==> config.mk <==
export PLATFORM = sky130hd
export DESIGN_NAME = check_node_min_sequencer
export DESIGN_NICKNAME = d
export VERILOG_FILES = /design/src/rtl/check_node_min_sequencer.sv
export SDC_FILE = /design/constraint.sdc
export NUM_CORES = 1
export LEC_CHECK = 0
export ABC_AREA = 1
export CAP_MARGIN = 20
export CELL_PAD_IN_SITES_DETAIL_PLACEMENT = 0
export CELL_PAD_IN_SITES_GLOBAL_PLACEMENT = 1
export CORE_ASPECT_RATIO = 2
export CORE_MARGIN = 2
export CORE_UTILIZATION = 42
export CTS_CLUSTER_SIZE = 30
export DETAILED_ROUTE_END_ITERATION = 8
export GPL_TIMING_DRIVEN = 0
export HOLD_SLACK_MARGIN = 0.1
export MAX_ROUTING_LAYER = met4
export PLACE_DENSITY_LB_ADDON = 0.3
export SLEW_MARGIN = 20
export SYNTH_ARGS = -nofsm -noshare
export SYNTH_HDL_FRONTEND = slang
export SYNTH_SLANG_ARGS = --single-unit
==> constraint.sdc <==
create_clock -name clk -period 2.5 [get_ports clk]
set_input_delay 0.5 -clock clk [delete_from_list [all_inputs] [get_ports clk]]
set_output_delay 0.5 -clock clk [all_outputs]
set_load 0.01 [all_outputs]
==> src/rtl/check_node_min_sequencer.sv <==
// check_node_min_sequencer: two-pass min-sum magnitude search for one check node.
// Pass 1 reads every edge to find min1/min_idx and the sign parity; pass 2
// re-reads every edge except min_idx to find min2.
// Optional macro CNS_OFFSET_EN: min1/min2 are loaded as max(value-OFFSET, 0).
module check_node_min_sequencer #(
    parameter int unsigned DEG    = 6,
    parameter int unsigned MAG_W  = 5,
    parameter int unsigned IDX_W  = 6,
    parameter int          OFFSET = 1
) (
    input  logic             clk,
    input  logic             reset_n,
    input  logic             start,
    output logic             rd_en,
    output logic [IDX_W-1:0] rd_addr,
    input  logic [MAG_W-1:0] rd_mag,
    input  logic             rd_sign,
    output logic             busy,
    output logic             done,
    output logic [MAG_W-1:0] min1,
    output logic [MAG_W-1:0] min2,
    output logic [IDX_W-1:0] min_idx,
    output logic             sign_par
);

    localparam logic [IDX_W-1:0] LAST_ADDR = IDX_W'(DEG - 1);
    localparam logic [MAG_W-1:0] MAG_ONES  = '1;

    // Elaboration-time parameter sanity check
    if (DEG < 2 || DEG > 63 || (DEG - 1) >= (1 << IDX_W) || OFFSET < 0) begin : g_bad_param
        $error("check_node_min_sequencer: illegal DEG/IDX_W/OFFSET combination");
    end

    typedef enum logic [2:0] {
        S_IDLE,
        S_PASS1,
        S_DRAIN1,
        S_PASS2,
        S_DRAIN2,
        S_DONE
    } state_t;

    state_t           state_q, state_nxt;
    logic [IDX_W-1:0] addr_q, addr_nxt;
    logic [MAG_W-1:0] wmin1_q, wmin1_nxt;
    logic [MAG_W-1:0] wmin2_q, wmin2_nxt;
    logic [IDX_W-1:0] widx_q, widx_nxt;
    logic             par_q, par_nxt;
    logic             p1_vld_q, p2_vld_q;
    logic [IDX_W-1:0] tag_addr_q;
    logic [IDX_W-1:0] p2_last, p2_step;

`ifdef CNS_OFFSET_EN
    localparam logic [MAG_W-1:0] OFF_M = MAG_W'(OFFSET);

    // Saturating offset-min-sum correction applied when results are loaded
    function automatic logic [MAG_W-1:0] adj(input logic [MAG_W-1:0] v);
        return (v > OFF_M) ? (v - OFF_M) : '0;
    endfunction
`else
    // Raw minima pass straight through
    function automatic logic [MAG_W-1:0] adj(input logic [MAG_W-1:0] v);
        return v;
    endfunction
`endif

    assign rd_addr = addr_q;

    // Next-state, address generation and compare/absorb of the returning datum
    always_comb begin
        state_nxt = state_q;
        addr_nxt  = addr_q;
        wmin1_nxt = wmin1_q;
        wmin2_nxt = wmin2_q;
        widx_nxt  = widx_q;
        par_nxt   = par_q;
        p2_last   = (widx_q == LAST_ADDR) ? (LAST_ADDR - IDX_W'(1)) : LAST_ADDR;
        p2_step   = addr_q + IDX_W'(1);

        // Pass-2 skip: step over min_idx so it is never read
        if (p2_step == widx_q) begin
            p2_step = addr_q + IDX_W'(2);
        end

        // Pass-1 datum: strict compare keeps the lowest index on ties
        if (p1_vld_q) begin
            par_nxt = par_q ^ rd_sign;
            if (rd_mag < wmin1_q) begin
                wmin1_nxt = rd_mag;
                widx_nxt  = tag_addr_q;
            end
        end

        // Pass-2 datum
        if (p2_vld_q && (rd_mag < wmin2_q)) begin
            wmin2_nxt = rd_mag;
        end

        case (state_q)
            S_IDLE: begin
                if (start) begin
                    state_nxt = S_PASS1;
                    addr_nxt  = '0;
                    wmin1_nxt = MAG_ONES;
                    wmin2_nxt = MAG_ONES;
                    widx_nxt  = '0;
                    par_nxt   = 1'b0;
                end
            end
            S_PASS1: begin
                if (addr_q == LAST_ADDR) begin
                    state_nxt = S_DRAIN1;
                end else begin
                    addr_nxt = addr_q + IDX_W'(1);
                end
            end
            S_DRAIN1: begin
                state_nxt = S_PASS2;
                addr_nxt  = (widx_nxt == '0) ? IDX_W'(1) : '0;
            end
            S_PASS2: begin
                if (addr_q == p2_last) begin
                    state_nxt = S_DRAIN2;
                end else begin
                    addr_nxt = p2_step;
                end
            end
            S_DRAIN2: state_nxt = S_DONE;
            S_DONE:   state_nxt = S_IDLE;
            default:  state_nxt = S_IDLE;
        endcase
    end

    // State, working registers, read tagging and registered outputs
    always_ff @(posedge clk or negedge reset_n) begin
        if (!reset_n) begin
            state_q    <= S_IDLE;
            addr_q     <= '0;
            wmin1_q    <= MAG_ONES;
            wmin2_q    <= MAG_ONES;
            widx_q     <= '0;
            par_q      <= 1'b0;
            p1_vld_q   <= 1'b0;
            p2_vld_q   <= 1'b0;
            tag_addr_q <= '0;
            rd_en      <= 1'b0;
            busy       <= 1'b0;
            done       <= 1'b0;
            min1       <= '0;
            min2       <= '0;
            min_idx    <= '0;
            sign_par   <= 1'b0;
        end else begin
            state_q    <= state_nxt;
            addr_q     <= addr_nxt;
            wmin1_q    <= wmin1_nxt;
            wmin2_q    <= wmin2_nxt;
            widx_q     <= widx_nxt;
            par_q      <= par_nxt;
            p1_vld_q   <= (state_q == S_PASS1);
            p2_vld_q   <= (state_q == S_PASS2);
            tag_addr_q <= addr_q;
            rd_en      <= (state_nxt == S_PASS1) || (state_nxt == S_PASS2);
            busy       <= (state_nxt != S_IDLE);
            done       <= (state_nxt == S_DONE);
            if (state_q == S_DRAIN2) begin
                min1     <= adj(wmin1_nxt);
                min2     <= adj(wmin2_nxt);
                min_idx  <= widx_nxt;
                sign_par <= par_nxt;
            end
        end
    end

endmodule

### Yosys cells after proc, flatten, opt, wreduce, memory -nomap -nowiden

Cells that the tools add are included.

| storage, ports and cells | value |
|---|---|
| flip-flop bits (word level) | 54 |
| latch bits | 0 |
| bits in writable memories | 0 |
| bits in read-only memories | 0 |
| bits of input ports | 9 |
| output and inout port bits | 26 |
| logic and storage cells | 67 |
| memories kept | 0 |

| operators by class | value |
|---|---|
| $add $sub $neg | 2 |
| $mul | 0 |
| divide/modulo/power cells | 0 |
| order comparisons | 2 |
| equality and inequality tests | 14 |
| shift operators | 0 |
| multiplexer cells | 25 |
| bitwise logic cells | 1 |
| reductions and logical operators | 7 |

Operators with widths:

| kind | count |
|---|---|
| 6-bit two-way mux | 8 |
| 5-bit two-way mux | 7 |
| 6-bit case mux with 4 select lines | 1 |
| 3-bit case mux with 5 select lines | 1 |
| 6-bit by 3-bit equality test with 1-bit output, second input constant | 2 |
| 5-bit < comparator | 2 |
| 3-bit by 2-bit equality test with 1-bit output, second input constant | 3 |
| 3-bit two-way mux | 3 |
| 6-bit by 1-bit adder with 6-bit output, second input constant | 1 |
| 6-bit by 2-bit adder with 6-bit output, second input constant | 1 |
| 3-bit by 1-bit equality test with 1-bit output, second input constant | 2 |
| 3-bit equality test, second input constant | 2 |
| 6-bit by 3-bit equality test with 1-bit output | 1 |
| 6-bit equality test | 1 |
| 6-bit logical NOT | 1 |
| 2-bit inequality test, second input constant | 3 |
| 1-bit two-way mux | 5 |
| 4-bit AND reduction | 1 |
| 4-bit nonzero test | 1 |
| 3-bit logical NOT | 1 |
| 3-bit nonzero test | 1 |
| 1-bit logical AND | 1 |
| 1-bit logical OR | 1 |
| 1-bit XOR | 1 |

### Longest topological paths before layout

Gate-level depths: netlist (run 1).

| logic depth | value |
|---|---|
| word-level depth | 7 |
| mapped depth | 15 |
| depth with buffers taken out | 14 |

### Least setup slack after synthesis (run 1)

No wires, ideal clock.

| timing | value |
|---|---|
| path kind | register to register |
| start point | register wmin1_q[4] |
| end point | register min1[1] |
| library setup time | 0.117 ns |
| arrival time | 1.740 ns |
| data required time | 2.383 ns |
| path slack | 0.643 ns |
| cell stages (with the launch flop) | 13 |
| path buffers | 2 |
| clock period less this slack | 1.857 ns |
| cells stage by stage | dfstp_2 inv_1 ha_1 nand2_1 nor2_1 nand2_1 nand3_2 buf_6 buf_6 a21oi_1 o21ai_2 nand2_1 nand2_1 |

| between the ends | value |
|---|---|
| cells in the longest elaborated chain, start to end | 5 |

RTL lines:

| element | line | source |
|---|---|---|
| start, declared | 45 | `logic [MAG_W-1:0] wmin1_q, wmin1_nxt;` |
| start signal, assigned | 156 | `wmin1_q <= wmin1_nxt;` |
| 5-bit < comparator * | 88 | `if (rd_mag < wmin1_q) begin` |
| 5-bit two-way mux * | 88 |  |
| 5-bit two-way mux * | 86 | `if (p1_vld_q) begin` |
| 5-bit two-way mux | 101 | `if (start) begin` |
| 5-bit two-way mux * | 99 | `case (state_q)` |
| net wmin1_nxt[1] | 45 |  |
| end signal, assigned | 167 | `min1 <= adj(wmin1_nxt);` |
| end, declared | 20 | `output logic [MAG_W-1:0] min1,` |

Mark *: on every way through the listed nets, which the timed path passes. The rest lies on a longest branch.
A chain may end at the register's enable or synchronous reset.

### Worst setup path after layout (run 1)

| timing | value |
|---|---|
| start point | input rd_mag[4] |
| end point | register addr_q[0] (netlist: rd_addr[0]) |

| between the ends | value |
|---|---|
| cells in the longest elaborated chain, start to end | 6 |

RTL lines:

| element | line | source |
|---|---|---|
| start, declared | 16 | `input logic [MAG_W-1:0] rd_mag,` |
| 5-bit < comparator | 88 |  |
| 6-bit two-way mux | 88 |  |
| 6-bit two-way mux | 86 |  |
| 6-bit logical NOT | 119 | `addr_nxt = (widx_nxt == '0) ? IDX_W'(1) : '0;` |
| 1-bit two-way mux | 119 |  |
| 6-bit case mux with 4 select lines | 99 |  |
| end signal, assigned | 155 | `addr_q <= addr_nxt;` |
| end, declared | 44 | `logic [IDX_W-1:0] addr_q, addr_nxt;` |

Every way passes these cells.

==> impl_table.tex, run 1 <==
\begin{tabular}{lr}
\hline
Metric & Value \\
\hline
\multicolumn{2}{l}{\textbf{Critical path}} \\
\quad Family of cells with the greatest summed delay on the critical path & simple AND/OR/NAND/NOR gates \\
\quad Slowest stage cell, crit path & sky130\_fd\_sc\_hd\_\_clkdlybuf4s50\_1 \\
\quad Delay contributed by the slowest stage of the critical path & 0.45 ns \\
\quad Dominant cell type by count on the critical path & sky130\_fd\_sc\_hd\_\_nand2\_1 \\
\quad Type of the setup path with the least slack & input pin to register \\
\quad Worst-path fanout max & 10 \\
\quad Sum of buffers and inverters on the critical path & 2 \\
\quad Critical Path Sink Type & register \\
\quad CP Data Required Time & 2.74 ns \\
\quad Worst endpoint data arrival time & 2.48 ns \\
\quad Element type at the critical path start & input pin \\
\quad Worst-path cell chain & clkdlybuf4s50\_1 -> ha\_1 -> nand2\_1 -> nor2\_1 -> nand2\_1 -> nand3\_4 -> buf\_8 -> o21ai\_2 -> nand2\_1 -> nor2\_1 -> nand2\_1 -> nand2\_1 -> nand2\_1 -> nand2\_1 \\
\multicolumn{2}{l}{\textbf{Route}} \\
\quad Via-per-instance ratio & 4.99 \\
\quad DRC violation total after the first TritonRoute iteration & 91 \\
\quad Final routed wirelength across all metal layers & 7540 um \\
\quad Number of vias after detailed routing & 2465 \\
\quad Number of remaining DRC errors & 0 \\
\quad DRT Pass-1 Iters & 4 \\
\quad WL per Instance & 15.3 um \\
\quad Remaining antenna violation count after routing & 0 \\
\multicolumn{2}{l}{\textbf{Power and ir drop}} \\
\quad Total power after layout & 4.95 mW \\
\quad VDD IR max & 0.560 mV \\
\quad Leak & 1.80 nW \\
\quad Total power density per cell area & 1370 nW/um\^{}2 \\
\multicolumn{2}{l}{\textbf{Synthesis}} \\
\quad Fraction of registers with async set/reset & 100\% \\
\quad Average footprint of a synthesized cell & 8.25 um\^{}2 \\
\quad Share of the yosys chip area belonging to registers & 45.7\% \\
\quad Area of the mapped netlist & 2990 um\^{}2 \\
\quad Synth Net Count & 382 \\
\quad YS warnings & 0 \\
\quad Primary flip-flop cell chosen by synthesis mapping & sky130\_fd\_sc\_hd\_\_dfrtp\_1 \\
\quad Cell types with the largest area share after synthesis & sky130\_fd\_sc\_hd\_\_dfrtp\_1 (37\%), sky130\_fd\_sc\_hd\_\_nand2\_1 (13\%), sky130\_fd\_sc\_hd\_\_dfstp\_2 (8.8\%), sky130\_fd\_sc\_hd\_\_inv\_1 (6.0\%), sky130\_fd\_sc\_hd\_\_ha\_1 (4.6\%) \\
\quad Synthesized netlist cell count & 362 \\
\quad Number of enable flip-flop cells after synthesis & 0 \\
\quad Number of different library cells in the post-synthesis netlist & 37 \\
\quad Area fraction of the dominant cell type after synthesis & 36.9\% \\
\quad Cell accounting for the most synthesized area & sky130\_fd\_sc\_hd\_\_dfrtp\_1 \\
\quad Yosys reg bits & 54 \\
\multicolumn{2}{l}{\textbf{Floorplanning}} \\
\quad Placeable core region & 6890 um\^{}2 \\
\quad Boundary Pins & 35 \\
\quad Width of the chip & 63.6 um \\
\quad Initial Util & 43.4\% \\
\quad Floorplan die area & 7840 um\^{}2 \\
\quad Vertical die dimension & 123 um \\
\quad Floorplan row count & 43 \\
\multicolumn{2}{l}{\textbf{Clock network}} \\
\quad Clock tree sinks & 54 \\
\quad Clock buffer count from CTS & 5 \\
\quad Maximum clock insertion buffer count & 2 \\
\quad H-tree level count & 2 \\
\quad Hold-fix buffers at CTS & 0 \\
\quad Clock latency on the worst-skew pair & 0.30 ns \\
\quad Post-CTS clock slew at the launch and capture registers of the worst setup and hold paths & 0.07 ns \\
\quad Root buffer selected by CTS & sky130\_fd\_sc\_hd\_\_clkbuf\_16 \\
\quad CTS tree & built \\
\multicolumn{2}{l}{\textbf{Final layout}} \\
\quad Share of post-route cells with drive strength above 1 & 17.6\% \\
\quad Fin util & 52.5\% \\
\quad Area growth syn-to-layout & 21.0\% \\
\quad Diodes inserted & 0 \\
\quad Finished Layout Cells & 494 \\
\quad Number of nets in the layout & 423 \\
\multicolumn{2}{l}{\textbf{GRT}} \\
\quad Maximum number of pins on one net before global-route repair & 55 \\
\quad GRT Resource Usage Total & 21.3\% \\
\quad Global route overflow & 0 \\
\quad Wire length of the first global-routing pass & 12100 um \\
\quad Number of global-route vias before repair & 2450 \\
\quad Antenna violations before repair & 0 \\
\multicolumn{2}{l}{\textbf{Hold path}} \\
\quad Min-delay worst type & input pin to asynchronous set/reset pin \\
\multicolumn{2}{l}{\textbf{STA}} \\
\quad \# setup viols final & 0 \\
\quad Number of pins with negative max-slew slack in the final report & 0 \\
\quad Worst slew margin & 54.9\% \\
\quad Share of the clock period used by the worst path after layout & 89.6\% \\
\quad Worst Tran Pin Value & 0.676 ns \\
\quad RSZ-0062 raised after global routing & false \\
\quad TNS Setup & 0 ns \\
\quad Final-report hold violation count & 0 \\
\quad Worst clock skew & 0.00363 ns \\
\quad Post-layout min period & 2.24 ns \\
\quad Max Clk Rate & 447 MHz \\
\quad Final WS setup & 0.261 ns \\
\multicolumn{2}{l}{\textbf{Placed design}} \\
\quad Setup slack at placement & -0.0646 ns \\
\quad DPL Wire Length & 5900 um \\
\quad Count of input and output buffers & 34 \\
\quad Placed Cells incl. Taps & 486 \\
\quad RePlAce Congestion & 0.916 \\
\multicolumn{2}{l}{\textbf{Status}} \\
\quad Result of the run & finished, final reports clean \\
\multicolumn{2}{l}{\textbf{Job}} \\
\quad Count of max-cap constraint violations & 0 \\
\hline
\end{tabular}
## layout by cell type (no fill, tap or decap), types with 4 or more instances in the layout
cell and count:
sky130_fd_sc_hd__ha_1 11, sky130_fd_sc_hd__dfrtp_1 44, sky130_fd_sc_hd__clkdlybuf4s50_1 33, sky130_fd_sc_hd__clkbuf_1 4, sky130_fd_sc_hd__nand3_1 22, sky130_fd_sc_hd__inv_1 48
sky130_fd_sc_hd__clkbuf_16 5, sky130_fd_sc_hd__dfstp_2 10, sky130_fd_sc_hd__nand2_2 12, sky130_fd_sc_hd__a21oi_1 7, sky130_fd_sc_hd__or2_2 5, sky130_fd_sc_hd__inv_2 5
sky130_fd_sc_hd__nand2_1 104, sky130_fd_sc_hd__o21ai_2 8, sky130_fd_sc_hd__nor2_1 22, sky130_fd_sc_hd__nand4_1 10, sky130_fd_sc_hd__o21ai_0 16
## worst reg2reg max path, stage by stage (launching register included)
cell and delay (ns):
sky130_fd_sc_hd__dfstp_2 0.53, sky130_fd_sc_hd__inv_1 0.04, sky130_fd_sc_hd__ha_1 0.29, sky130_fd_sc_hd__nand2_1 0.10
sky130_fd_sc_hd__nor2_1 0.05, sky130_fd_sc_hd__nand2_1 0.12, sky130_fd_sc_hd__nand3_4 0.12, sky130_fd_sc_hd__buf_8 0.18
sky130_fd_sc_hd__o21ai_2 0.17, sky130_fd_sc_hd__nand2_1 0.08, sky130_fd_sc_hd__nor2_1 0.09, sky130_fd_sc_hd__nand2_1 0.08
sky130_fd_sc_hd__nand2_1 0.08, sky130_fd_sc_hd__nand2_1 0.06, sky130_fd_sc_hd__nand2_1 0.06
## report_power, final
part	switching [mW]	internal [mW]	total, mW	leakage (nW)
clock network	0.322	0.473	0.796	0.0771
logic	1.51	1.05	2.56	1.12
registers	0.278	1.32	1.59	0.601
## synthesized netlist by cell type, types with 2 or more instances
library cell / number
sky130_fd_sc_hd__a21oi_1: 7
sky130_fd_sc_hd__buf_6: 4
sky130_fd_sc_hd__clkbuf_1: 3
sky130_fd_sc_hd__dfrtp_1: 44
sky130_fd_sc_hd__dfstp_2: 10
sky130_fd_sc_hd__ha_1: 11
sky130_fd_sc_hd__inv_1: 48
sky130_fd_sc_hd__inv_2: 5
sky130_fd_sc_hd__nand2_1: 104
sky130_fd_sc_hd__nand2_2: 12
sky130_fd_sc_hd__nand3_1: 22
sky130_fd_sc_hd__nand3_2: 4
sky130_fd_sc_hd__nand4_1: 10
sky130_fd_sc_hd__nor2_1: 22
sky130_fd_sc_hd__nor2_2: 3
sky130_fd_sc_hd__nor2_4: 2
sky130_fd_sc_hd__nor3_1: 2
sky130_fd_sc_hd__o211ai_1: 2
sky130_fd_sc_hd__o21ai_0: 16
sky130_fd_sc_hd__o21ai_2: 8
sky130_fd_sc_hd__or2_2: 5
sky130_fd_sc_hd__xor2_1: 3
## metrics by stage
stage	hold WS [ns]	cell area, um^2
after CTS	0.265	3600
after global routing	0.288	3610
after detailed placement	0.420	3440
after global placement	0.410	3440
final	0.224	3610
after floorplan	0.204	2990
## metal layers
layer	GRT usage, %	vias up	routed length (um)
li1	-	1223	-
met1	19.7	1175	2630
met2	40.9	41	4470
met3	3.00	26	138
met4	12.0	0	301
met5	-	-	0
## path summary, 6_finish.rpt
kind / slack [ns] / cells past startpoint / end / from
setup / recovery: 0.26 / 14 / rd_addr[0]$_DFFE_PN0P_ / rd_mag[4]
hold / removal: 0.22 / 1 / min2[1]$_DFFE_PN0N_ / reset_n
setup reg to reg: 0.39 / 14 / rd_addr[0]$_DFFE_PN0P_ / wmin1_q[4]$_DFF_PN1_
hold reg to reg: 0.43 / 0 / tag_addr_q[3]$_DFF_PN0_ / rd_addr[3]$_DFFE_PN0P_
max in group asynchronous: 1.81 / 1 / rd_addr[0]$_DFFE_PN0P_ / reset_n
min in group clk: 0.43 / 0 / tag_addr_q[3]$_DFF_PN0_ / rd_addr[3]$_DFFE_PN0P_
## timing repair
item | 4_1_cts | 5_1_grt
setup buffers | 0 | 0
endpoints found under the setup margin | 0 | 1
resized for setup | 0 | 2
## flip-flops by register name (all words and copies together) (netlist names), 3 cells and up
name and count:
min2 5, min_idx 6, min1 5, rd_addr 6, tag_addr_q 6, state_q 3, wmin1_q 5, wmin2_q 5
widx_q 6
## cell type report
type                    instances  area [um^2]
fillers                       732         3270
flip-flops and latches         54         1360
multi-input cells             246         1360
repair buffers                 34          338
inverters                      53          199
clock buffers                   6          129
well taps                      90          113
plain buffers                   9         72.6
clock inverters                 2         37.5
## logic make-up after synthesis
kind of cell               share of synthesized area [%]
and+or+nand+nor                                     31.7
buffers and inverters                               8.97
DFF                                                 45.7
AOI/OAI and AO/OA                                   7.92
adders and majority gates                           4.61
xor gates and xnor gates                            1.17
No activity file was read; power rests on OpenSTA's default activity.
==> run 2: changes to the inputs <==
--- a/config.mk
+++ b/config.mk
@@ -18,6 +18,7 @@
 export HOLD_SLACK_MARGIN = 0.1
 export MAX_ROUTING_LAYER = met4
 export PLACE_DENSITY_LB_ADDON = 0.3
+export SETUP_SLACK_MARGIN = 0.1
 export SLEW_MARGIN = 20
 export SYNTH_ARGS = -nofsm -noshare
 export SYNTH_HDL_FRONTEND = slang
==> run 2 against run 1 <==
Sequential power is essentially flat; critical path type unchanged; global-route usage is the same; largest cell class is now multi-input combinational cells; largest power group unchanged; worst hold slack is essentially flat; setup slack gained 0.056 ns; critical path depth is the same; utilization grew 0.36 points; clock skew is essentially flat; die area is the same; clock power shrank 0.6%; fmax grew 2.6%.
==> impl_table.tex, run 2 (same netlist as run 1, synthesis figures left out) <==
\begin{tabular}{lr}
\hline
Metric & Value \\
\hline
\multicolumn{2}{l}{\textbf{Status}} \\
\quad Result of the run & finished, final reports clean \\
\multicolumn{2}{l}{\textbf{Critical path}} \\
\quad Element type at the critical path start & input pin \\
\quad Dominant cell type by count on the critical path & sky130\_fd\_sc\_hd\_\_nand2\_1 \\
\quad Type of the setup path with the least slack & input pin to register \\
\quad Slowest stage cell, crit path & sky130\_fd\_sc\_hd\_\_clkdlybuf4s50\_1 \\
\quad Startpoint of the worst-slack reg-to-reg timing path & wmin1\_q[4]\$\_DFF\_PN1\_ \\
\quad Critical Path Sink Type & register \\
\quad Terminus of the critical flop-to-flop path & rd\_addr[0]\$\_DFFE\_PN0P\_ \\
\quad CP Data Required Time & 2.74 ns \\
\quad Worst-path cell chain & clkdlybuf4s50\_1 -> ha\_1 -> nand2\_1 -> nand2\_1 -> nand2\_1 -> nand3\_4 -> buf\_8 -> o21ai\_2 -> nand2\_1 -> nor2\_1 -> nand2\_1 -> nand2\_1 -> nand2\_1 -> nand2\_1 \\
\quad Worst reg-to-reg path cell count & 15 \\
\quad Worst setup slack for register-to-register paths & 0.41 ns \\
\quad Delay contributed by the slowest stage of the critical path & 0.45 ns \\
\quad Worst-path fanout max & 10 \\
\quad Worst endpoint data arrival time & 2.42 ns \\
\multicolumn{2}{l}{\textbf{Clock network}} \\
\quad Root buffer selected by CTS & sky130\_fd\_sc\_hd\_\_clkbuf\_16 \\
\quad Total setup buffers inserted after CTS & 0 \\
\quad Clock tree sinks & 54 \\
\quad Hold-fix buffers at CTS & 0 \\
\quad Post-CTS clock slew at the launch and capture registers of the worst setup and hold paths & 0.07 ns \\
\quad Maximum clock insertion buffer count & 2 \\
\quad H-tree level count & 2 \\
\quad Clock buffer count from CTS & 5 \\
\quad CTS tree & built \\
\quad Clock latency on the worst-skew pair & 0.30 ns \\
\multicolumn{2}{l}{\textbf{Floorplanning}} \\
\quad Width of the chip & 63.6 um \\
\quad Floorplan die area & 7840 um\^{}2 \\
\quad Floorplan row count & 43 \\
\quad Placeable core region & 6890 um\^{}2 \\
\quad Boundary Pins & 35 \\
\quad Initial Util & 43.4\% \\
\quad Vertical die dimension & 123 um \\
\multicolumn{2}{l}{\textbf{Route}} \\
\quad Number of remaining DRC errors & 0 \\
\quad DRC violation total after the first TritonRoute iteration & 89 \\
\quad WL per Instance & 15.3 um \\
\quad Via-per-instance ratio & 5.00 \\
\quad Number of vias after detailed routing & 2471 \\
\quad Remaining antenna violation count after routing & 0 \\
\quad DRT Pass-1 Iters & 4 \\
\quad Final routed wirelength across all metal layers & 7560 um \\
\multicolumn{2}{l}{\textbf{Final layout}} \\
\quad Finished Layout Cells & 494 \\
\quad Post-route cell area & 3640 um\^{}2 \\
\quad Number of nets in the layout & 423 \\
\quad Share of post-route cells with drive strength above 1 & 17.8\% \\
\quad Diodes inserted & 0 \\
\quad Most used cells in the layout excluding fill and tap cells & sky130\_fd\_sc\_hd\_\_nand2\_1 (104), sky130\_fd\_sc\_hd\_\_inv\_1 (48), sky130\_fd\_sc\_hd\_\_dfrtp\_1 (44) \\
\quad Area growth syn-to-layout & 21.9\% \\
\quad Most common cell after layout, fill and taps aside & sky130\_fd\_sc\_hd\_\_nand2\_1 \\
\quad Fin util & 52.9\% \\
\multicolumn{2}{l}{\textbf{STA}} \\
\quad Final WS setup & 0.318 ns \\
\quad Share of the clock period used by the worst path after layout & 87.3\% \\
\quad Number of pins with negative max-slew slack in the final report & 0 \\
\quad Max Clk Rate & 458 MHz \\
\quad TNS Setup & 0 ns \\
\quad RSZ-0062 raised after global routing & false \\
\quad Worst clock skew & 0.00356 ns \\
\quad Worst slew margin & 54.9\% \\
\quad Post-layout min period & 2.18 ns \\
\quad Final-report hold violation count & 0 \\
\quad Fin Hold WS & 0.225 ns \\
\quad Worst Tran Pin Value & 0.676 ns \\
\quad \# setup viols final & 0 \\
\multicolumn{2}{l}{\textbf{Placed design}} \\
\quad Placed Cells incl. Taps & 486 \\
\quad Post-detailed-placement cell area & 3440 um\^{}2 \\
\quad Setup slack at placement & -0.0646 ns \\
\quad DPL Wire Length & 5900 um \\
\quad RePlAce Congestion & 0.916 \\
\quad Count of input and output buffers & 34 \\
\multicolumn{2}{l}{\textbf{GRT}} \\
\quad Global route overflow & 0 \\
\quad Wire length of the first global-routing pass & 12100 um \\
\quad GRT Resource Usage Total & 21.3\% \\
\quad Antenna violations before repair & 0 \\
\quad Maximum number of pins on one net before global-route repair & 55 \\
\quad Number of global-route vias before repair & 2450 \\
\multicolumn{2}{l}{\textbf{Power and ir drop}} \\
\quad VDD IR max & 0.557 mV \\
\quad Leak & 1.82 nW \\
\quad Total power after layout & 4.98 mW \\
\quad Total power density per cell area & 1370 nW/um\^{}2 \\
\multicolumn{2}{l}{\textbf{Job}} \\
\quad Count of max-cap constraint violations & 0 \\
\multicolumn{2}{l}{\textbf{Hold path}} \\
\quad Min-delay worst type & input pin to asynchronous set/reset pin \\
\hline
\end{tabular}
==> run 2: cell types whose count changed in the layout (fill, tap and decap cells not counted) <==
cell                              before  now
sky130_fd_sc_hd__o21ai_2               8    7
sky130_fd_sc_hd__clkdlybuf4s50_1      33   31
sky130_fd_sc_hd__o21ai_4               0    1
sky130_fd_sc_hd__ha_4                  0    1
sky130_fd_sc_hd__dlymetal6s2s_1        0    2
sky130_fd_sc_hd__ha_1                 11   10
==> run 2: worst max-delay path: cells and delay by family <==
family	cells	cell delay [ns]
buf+inv	2	0.63
fa+ha+maj	1	0.33
compound gates	1	0.16
simple gates	10	0.80
==> run 2: metal layers <==
metal	wire length, um	share of wire (%)	vias up	global-route usage [%]
met1	2630	35	1183	19.7
met5	0	0	-	-
met4	278	3.7	0	12.0
met2	4500	60	42	40.9
li1	-	-	1224	-
met3	151	2.0	22	3.00
==> run 2: worst max path at each step <==
stage                              start                endpoint  slack, ns  cells after the start
floorplan           wmin1_q[4]$_DFF_PN1_     min1[1]$_DFFE_PN0N_       0.64                     12
global placement                 reset_n    state_q[0]$_DFF_PN0_      -0.73                      1
detailed placement             rd_mag[4]  rd_addr[0]$_DFFE_PN0P_      -0.06                     14
CTS                            rd_mag[4]  rd_addr[0]$_DFFE_PN0P_       0.23                     14
global route                   rd_mag[2]  rd_addr[0]$_DFFE_PN0P_       0.11                     14
finish                         rd_mag[2]  rd_addr[0]$_DFFE_PN0P_       0.32                     14
==> run 2: area by class of cell <==
class | count | area [um^2]
Clock inverter | 2 | 37.5
Sequential cell | 54 | 1360
Timing Repair Buffer | 34 | 343
Buffer | 9 | 72.6
Multi-Input combinational cell | 246 | 1380
Inverter | 53 | 199
Fill cell | 730 | 3250
Clock buffer | 6 | 129
Tap cell | 90 | 113
==> run 2: where the power goes <==
part / switching, mW / internal (mW) / total [mW]
logic: 1.53 / 1.06 / 2.60
registers: 0.277 / 1.32 / 1.59
clock network: 0.318 / 0.473 / 0.791
==> run 2: what timing repair did <==
action,CTS,global route
resized for setup,0,6
setup endpoints to repair,0,1
hold endpoints to repair,0,0
